[src/rtl/wb_master_bridge.sv]
// Wishbone B4 classic single-transfer master bridge.
// Accepts one valid/ready request at a time, runs a registered classic cycle,
// and returns read data or an error/timeout over a valid/ready response port.
module wb_master_bridge #(
    parameter int unsigned TIMEOUT = 256
) (
    input  logic        i_clk,
    input  logic        i_rst_n,
    input  logic        i_req_valid,
    output logic        o_req_ready,
    input  logic        i_req_we,
    input  logic [31:0] i_req_addr,
    input  logic [31:0] i_req_data,
    input  logic [3:0]  i_req_sel,
    output logic        o_rsp_valid,
    input  logic        i_rsp_ready,
    output logic [31:0] o_rsp_data,
    output logic        o_rsp_err,
    output logic        o_rsp_timeout,
    output logic        o_wb_cyc,
    output logic        o_wb_stb,
    output logic        o_wb_we,
    output logic [31:0] o_wb_addr,
    output logic [31:0] o_wb_data,
    output logic [3:0]  o_wb_sel,
    output logic [2:0]  o_wb_cti,
    input  logic        i_wb_ack,
    input  logic [31:0] i_wb_data,
    input  logic        i_wb_err
);

    localparam int unsigned CNT_W = 16;
    localparam logic [CNT_W-1:0] CNT_LAST = CNT_W'(TIMEOUT - 1);
    localparam logic [CNT_W-1:0] CNT_MAX  = '1;

    typedef enum logic [1:0] {
        ST_IDLE = 2'd0,
        ST_BUS  = 2'd1,
        ST_RESP = 2'd2
    } state_t;

    state_t            state_q, state_d;
    logic              cyc_q, cyc_d;
    logic              we_q, we_d;
    logic [31:0]       addr_q, addr_d;
    logic [31:0]       wdata_q, wdata_d;
    logic [3:0]        sel_q, sel_d;
    logic              rsp_valid_q, rsp_valid_d;
    logic [31:0]       rsp_data_q, rsp_data_d;
    logic              rsp_err_q, rsp_err_d;
    logic              rsp_to_q, rsp_to_d;
    logic [CNT_W-1:0]  cnt_q, cnt_d;

    // State and output registers; reset clears everything and drops any cycle in flight.
    always_ff @(posedge i_clk) begin
        if (!i_rst_n) begin
            state_q     <= ST_IDLE;
            cyc_q       <= 1'b0;
            we_q        <= 1'b0;
            addr_q      <= '0;
            wdata_q     <= '0;
            sel_q       <= '0;
            rsp_valid_q <= 1'b0;
            rsp_data_q  <= '0;
            rsp_err_q   <= 1'b0;
            rsp_to_q    <= 1'b0;
            cnt_q       <= '0;
        end else begin
            state_q     <= state_d;
            cyc_q       <= cyc_d;
            we_q        <= we_d;
            addr_q      <= addr_d;
            wdata_q     <= wdata_d;
            sel_q       <= sel_d;
            rsp_valid_q <= rsp_valid_d;
            rsp_data_q  <= rsp_data_d;
            rsp_err_q   <= rsp_err_d;
            rsp_to_q    <= rsp_to_d;
            cnt_q       <= cnt_d;
        end
    end

    // Next-state: accept in IDLE, terminate on err > ack > watchdog in BUS, hand off in RESP.
    always_comb begin
        state_d     = state_q;
        cyc_d       = cyc_q;
        we_d        = we_q;
        addr_d      = addr_q;
        wdata_d     = wdata_q;
        sel_d       = sel_q;
        rsp_valid_d = rsp_valid_q;
        rsp_data_d  = rsp_data_q;
        rsp_err_d   = rsp_err_q;
        rsp_to_d    = rsp_to_q;
        cnt_d       = cnt_q;

        case (state_q)
            ST_IDLE: begin
                if (i_req_valid) begin
                    state_d = ST_BUS;
                    cyc_d   = 1'b1;
                    we_d    = i_req_we;
                    addr_d  = i_req_addr;
                    wdata_d = i_req_we ? i_req_data : 32'h0;
                    sel_d   = i_req_sel;
                    cnt_d   = '0;
                end
            end
            ST_BUS: begin
                if (i_wb_err) begin
                    state_d     = ST_RESP;
                    cyc_d       = 1'b0;
                    rsp_valid_d = 1'b1;
                    rsp_err_d   = 1'b1;
                    rsp_to_d    = 1'b0;
                    rsp_data_d  = 32'h0;
                end else if (i_wb_ack) begin
                    state_d     = ST_RESP;
                    cyc_d       = 1'b0;
                    rsp_valid_d = 1'b1;
                    rsp_err_d   = 1'b0;
                    rsp_to_d    = 1'b0;
                    rsp_data_d  = we_q ? 32'h0 : i_wb_data;
                end else if ((TIMEOUT != 0) && (cnt_q == CNT_LAST)) begin
                    state_d     = ST_RESP;
                    cyc_d       = 1'b0;
                    rsp_valid_d = 1'b1;
                    rsp_err_d   = 1'b1;
                    rsp_to_d    = 1'b1;
                    rsp_data_d  = 32'h0;
                end else if (cnt_q != CNT_MAX) begin
                    cnt_d = cnt_q + CNT_W'(1);
                end
            end
            ST_RESP: begin
                if (i_rsp_ready) begin
                    state_d     = ST_IDLE;
                    rsp_valid_d = 1'b0;
                    rsp_err_d   = 1'b0;
                    rsp_to_d    = 1'b0;
                end
            end
            default: begin
                state_d = ST_IDLE;
            end
        endcase
    end

    // Request side is ready only when idle and out of reset.
    assign o_req_ready   = (state_q == ST_IDLE) && i_rst_n;

    // cyc and stb share one register so they can never disagree.
    assign o_wb_cyc      = cyc_q;
    assign o_wb_stb      = cyc_q;
    assign o_wb_we       = we_q;
    assign o_wb_addr     = addr_q;
    assign o_wb_data     = wdata_q;
    assign o_wb_sel      = sel_q;
    assign o_wb_cti      = 3'b000;
    assign o_rsp_valid   = rsp_valid_q;
    assign o_rsp_data    = rsp_data_q;
    assign o_rsp_err     = rsp_err_q;
    assign o_rsp_timeout = rsp_to_q;

endmodule

[config.mk]
export PLATFORM = sky130hd
export DESIGN_NAME = wb_master_bridge
export DESIGN_NICKNAME = d
export VERILOG_FILES = /design/src/rtl/wb_master_bridge.sv
export SDC_FILE = /design/constraint.sdc
export NUM_CORES = 1
export LEC_CHECK = 0
export ABC_AREA = 1
export CORE_ASPECT_RATIO = 1.5
export CORE_MARGIN = 1.5
export CORE_UTILIZATION = 48
export CTS_BUF_LIST = sky130_fd_sc_hd__clkbuf_8
export CTS_CLUSTER_SIZE = 30
export DETAILED_ROUTE_END_ITERATION = 12
export HOLD_SLACK_MARGIN = 0.06
export PLACE_DENSITY = 0.95
export SETUP_SLACK_MARGIN = 0.02
export SYNTH_ARGS = -nofsm -noshare
export SYNTH_HDL_FRONTEND = slang
export SYNTH_SLANG_ARGS = --single-unit
[constraint.sdc]
create_clock -name i_clk -period 4.2 [get_ports i_clk]
set_input_delay 0.63 -clock i_clk [delete_from_list [all_inputs] [get_ports i_clk]]
set_output_delay 0.63 -clock i_clk [all_outputs]
set_load 0.02 [all_outputs]
=== After elaboration in Yosys (flattened, before gate mapping) ===
Cells that the tools add are included.

* Flip-flop bits (word level): 123
* Bits in latches: 0
* Bits in writable memories: 0
* ROM bits: 0
* Input port bits: 107
* Output and inout bits: 110
* Word-level logic and storage cells: 66
* Memories: 0

* Add/sub/neg operators: 1
* Multiply operators: 0
* Divide/modulo/power cells: 0
* Order comparisons: 0
* Equal/unequal tests: 11
* Shift-type cells: 0
* Muxes and demuxes: 32
* Bitwise logic cells: 0
* Reductions and logical operators: 11

{| class="wikitable"
|+ Operators by type and width
! operator !! count
|-
| $mux W32 || 5
|-
| $mux W16 || 5
|-
| $pmux W16 S2 || 1
|-
| $add A16 B1 Y16 const B || 1
|-
| $eq A16 B8 Y1 const B || 1
|-
| $ne A16 B16 Y1 const B || 1
|-
| $ne A2 B2 Y1 const B || 6
|-
| $mux W1 || 11
|-
| $mux W2 || 5
|-
| $reduce_and A3 Y1 || 3
|-
| $pmux W1 S2 || 4
|-
| $pmux W2 S3 || 1
|-
| $reduce_and A6 Y1 || 1
|-
| $ne A4 B4 Y1 const B || 1
|-
| $reduce_and A2 Y1 || 2
|-
| $reduce_bool A2 Y1 || 2
|-
| $reduce_bool A3 Y1 || 1
|-
| $eq A2 B1 Y1 const B || 1
|-
| $eq A2 B2 Y1 const B || 1
|-
| $logic_not A2 Y1 || 1
|-
| $logic_and A1 B1 Y1 || 1
|}

=== Depth between registers and ports, before layout ===
* Depth in word-level cells: 6
* Mapped depth: 13

=== Least setup slack after synthesis ===
OpenSTA, ideal clock, no wires.

* Kind: input-to-output
* From: in i_rst_n
* To: out o_req_ready
* Data arrival time: 1.340 ns
* Data required time: 3.570 ns
* Path slack: 2.230 ns
* Stages: 4
* Buffers on the path: 2
* Cell sequence: clkbuf_1 -> clkbuf_1 -> nand2_1 -> inv_1

* Longest elaborated chain between the ends: 1

{| class="wikitable"
|+ Ends and longest elaborated chain
! element !! RTL line !! RTL
|-
| start: declaration || 8 || <nowiki>input logic i_rst_n,</nowiki>
|-
| $logic_and A1 B1 Y1 || 150 || <nowiki>assign o_req_ready = (state_q == ST_IDLE) && i_rst_n;</nowiki>
|-
| end: declaration || 10 || <nowiki>output logic o_req_ready,</nowiki>
|}

No other way between the ends.

=== Worst setup path after layout ===
* From: in i_req_valid
* To: reg cnt_q[13]

* Longest elaborated chain between the ends: 2

{| class="wikitable"
|+ Ends and longest elaborated chain
! element !! RTL line !! RTL
|-
| start: declaration || 9 || <nowiki>input logic i_req_valid,</nowiki>
|-
| $ne A2 B2 Y1 (no source line) || - ||
|-
| $reduce_and A6 Y1 (no source line) || - ||
|-
| end signal: assignment || 79 || <nowiki>cnt_q <= cnt_d;</nowiki>
|-
| end: declaration || 52 || <nowiki>logic [CNT_W-1:0] cnt_q, cnt_d;</nowiki>
|}

No other way between the ends.
A chain may end at the register's enable or synchronous reset.

==> results.sh <==
export IMPL_status="finished clean"
export IMPL_cts_tree="yes"
export IMPL_holdPathStages=2
export IMPL_holdPathEnd="o_wb_data[1]"
export IMPL_track_usage=0.264
export IMPL_cts_root_buf="clkbuf_8"
export IMPL_hold_start="o_wb_data[1]"
export IMPL_grt_pass1_wl_mm=23.5
export IMPL_clk_path_buf_depth=2
export IMPL_async_reset_ff_frac=0
export IMPL_synth_common_cells="nor2_1 (201), nand2_1 (137), dfxtp_1 (123), inv_1 (62), a21oi_1 (47)"
export IMPL_synth_distinct_cells=29
export IMPL_fin_crit_ps=2550
export IMPL_fin_skew_ps=10.2
export IMPL_die_x_um=88.1
export IMPL_maxCapViolations=0
export IMPL_slew_headroom=0.249
export IMPL_reg2reg_from="state_q[1]"
export IMPL_cp_start_kind="input pin"
export IMPL_crit_slowest_cell="nor2_2"
export IMPL_io_buffers=213
export IMPL_post_cts_buffers=0
export IMPL_drive_gt1_frac=0.0543
export IMPL_fmax_mhz=392
export IMPL_viasPerCell=4.95
export IMPL_synthFlopType="dfxtp_1"
export IMPL_wl_mm=15.2
export IMPL_synth_most_common_cell="nor2_1"
export IMPL_reg2reg_depth=11
export IMPL_syn_avg_cell_area_um2=6.91
export IMPL_post_route_drc_count=0
export IMPL_syn_area_mm2=0.00522
export IMPL_dp_final_hpwl_mm=10.8
export IMPL_multi_input_area_mm2=0.00229
export IMPL_rr_endpoint="cnt_q[13]"
export IMPL_worst_path_most_repeated_cell="nand2_1"
export IMPL_setup_violations=0
export IMPL_worstSetupPathType="in -> reg"
export IMPL_final_net_count=1057
export IMPL_area_growth_pct=47.5
export IMPL_crit_chain="clkdlybuf4s50_1 -> nand2_2 -> inv_1 -> buf_4 -> a21oi_1 -> nor2_2 -> nand2_4 -> nor2_1 -> nand2_1 -> nand2_1"
export IMPL_regArea_mm2=0.00246
export IMPL_htreeDepth=4
export IMPL_start_util=0.493
export IMPL_cp_arrival_ps=2920
export IMPL_yosysTopAreaCellShare=0.472
export IMPL_synthTopCellsByArea="dfxtp_1 (47%), nor2_1 (14%), nand2_1 (9.9%)"
export IMPL_synth_warnings=0
export IMPL_synth_seq_cells=123
export IMPL_dieArea_mm2=0.0115
export IMPL_max_slew_worst_pin_slew_ps=1130
export IMPL_dpl_instance_area_mm2=0.00733
export IMPL_clk_pin_slew_ps=70
export IMPL_cts_hold_buf=0
export IMPL_final_area_mm2=0.00769
export IMPL_antenna_cells=0
export IMPL_synth_top_area_cell="dfxtp_1"
export IMPL_first_pass_iters=6
export IMPL_cp_required_ps=4560
export IMPL_dieHeight_um=131
export IMPL_ant_nets=0
export IMPL_hold_viol=0
export IMPL_powerDensity_mw_per_mm2=377
export IMPL_hold_path_class="reg -> reg"
export IMPL_yosysSeqAreaShare=0.472
export IMPL_grt_pass1_vias=4986
export IMPL_max_stage_delay_ps=530
export IMPL_slew_violations=0
export IMPL_antenna_found_initial=0
export IMPL_fillCellCount=797
export IMPL_setup_tns_final_ps=0
export IMPL_place_congestion=0.861
export IMPL_vias=5457
export IMPL_gr_total_overflow=0
export IMPL_fin_crit_sh=0.607
export IMPL_leakagePower_nw=3.11
export IMPL_cp_max_fo=40
export IMPL_r2r_setup_slack_ps=1720
export IMPL_cp_end_kind="flip-flop"
export IMPL_cts_num_sinks=123
export IMPL_synthCells=755
export IMPL_rows=46
export IMPL_rsz0062_at_grt="false"
export IMPL_clkLatencyLatePin_ps=430
export IMPL_ir_worst_vdd_uv=228
export IMPL_io_pins=217
export IMPL_cts_resized=0
export IMPL_grt_max_degree=78
export IMPL_drt_iter0_drc=318
export IMPL_core_mm2=0.0106
export IMPL_synth_edf_count=0
export IMPL_cts_buffers=17
export IMPL_crit_start="i_req_valid"
export IMPL_wl_per_cell_um=13.8
placed cells by master, fill, tap and decap left out, types with 2 or more instances in the layout:
cell type,instances
buf_4,4
a21oi_1,47
nor3_1,4
clkbuf_8,19
nor2_1,201
nand2_1,136
clkdlybuf4s50_1,212
or2_2,2
conb_1,3
inv_1,64
xor2_1,3
clkinvlp_4,4
nand2_2,6
nor2_4,2
inv_2,3
o21ai_1,34
dfxtp_1,123
nand3_1,27
nand4_1,6
o21ai_0,37
nor2_2,2
ha_1,4
nand2_4,2
clkinv_2,3
o21bai_1,2
worst max-delay path, delay by kind of cell:
kind            cells  cell delay (ps)
simple gates        6             1210
buf+inv             3              920
compound gates      1              120
logic make-up (layout without fill, tap and decap cells):
kind of cell,count (synthesis),count (layout),share of synthesized area
other,1,3,0.000719
adder cells (fa/ha/maj),4,4,0.00960
flip-flops,123,123,0.472
buffers and inverters,112,313,0.0909
XOR/XNOR,3,3,0.00504
AO/OA/AOI/OAI,120,120,0.116
AND/OR/NAND/NOR,392,392,0.306
worst max path at each step:
stage	endpoint	slack [ps]	cells after the start
after floorplan	o_req_ready	2230	4
after global placement	cnt_q[11]	1330	10
after detailed placement	cnt_q[13]	1250	10
after CTS	cnt_q[13]	1690	10
after global routing	o_wb_data[17]	1500	8
final	cnt_q[13]	1650	10
per-layer routing:
metal  global-route usage  wire [um]
met1                0.270       5450
met2                0.454       7790
met3               0.0842       1100
met4                0.175        903
met5                    0          0
flip-flops by register name, indices dropped and copies added, names as in the netlist:
register       cells
cnt_q             16
o_rsp_data        32
o_rsp_err          1
o_rsp_timeout      1
o_rsp_valid        1
o_wb_addr         32
o_wb_cyc           1
o_wb_data         32
o_wb_sel           4
o_wb_we            1
state_q            2
area by class of cell:
cell class              count  area share
clock inverters            12      0.0130
inverters                  65      0.0317
flip-flops and latches    123       0.320
repair buffers            217       0.280
well taps                 144      0.0234
clock buffers              19      0.0340
multi-input cells         522       0.298
through the flow:
step                       util  setup slack, ps  cells  hold slack, ps  total power, mW
after CTS                 0.727             1690   1102             467             2.92
after global routing      0.727             1500   1102             491             3.04
final                     0.727             1650   1102             462             2.90
after detailed placement  0.692             1250   1071             456             1.97
after global placement    0.692             1330   1071             450             1.96
after floorplan               -             2230    757             457             1.66
where the power goes:
| part | internal (mW) | leakage, nW | switching (mW) | total, mW |
|---|---|---|---|---|
| sequential | 1.25 | 1.01 | 0.0431 | 1.29 |
| clock | 0.490 | 0.182 | 0.460 | 0.950 |
| combinational | 0.302 | 1.92 | 0.355 | 0.657 |
| total | 2.04 | 3.11 | 0.858 | 2.90 |
No activity file was read; power rests on OpenSTA's default activity.
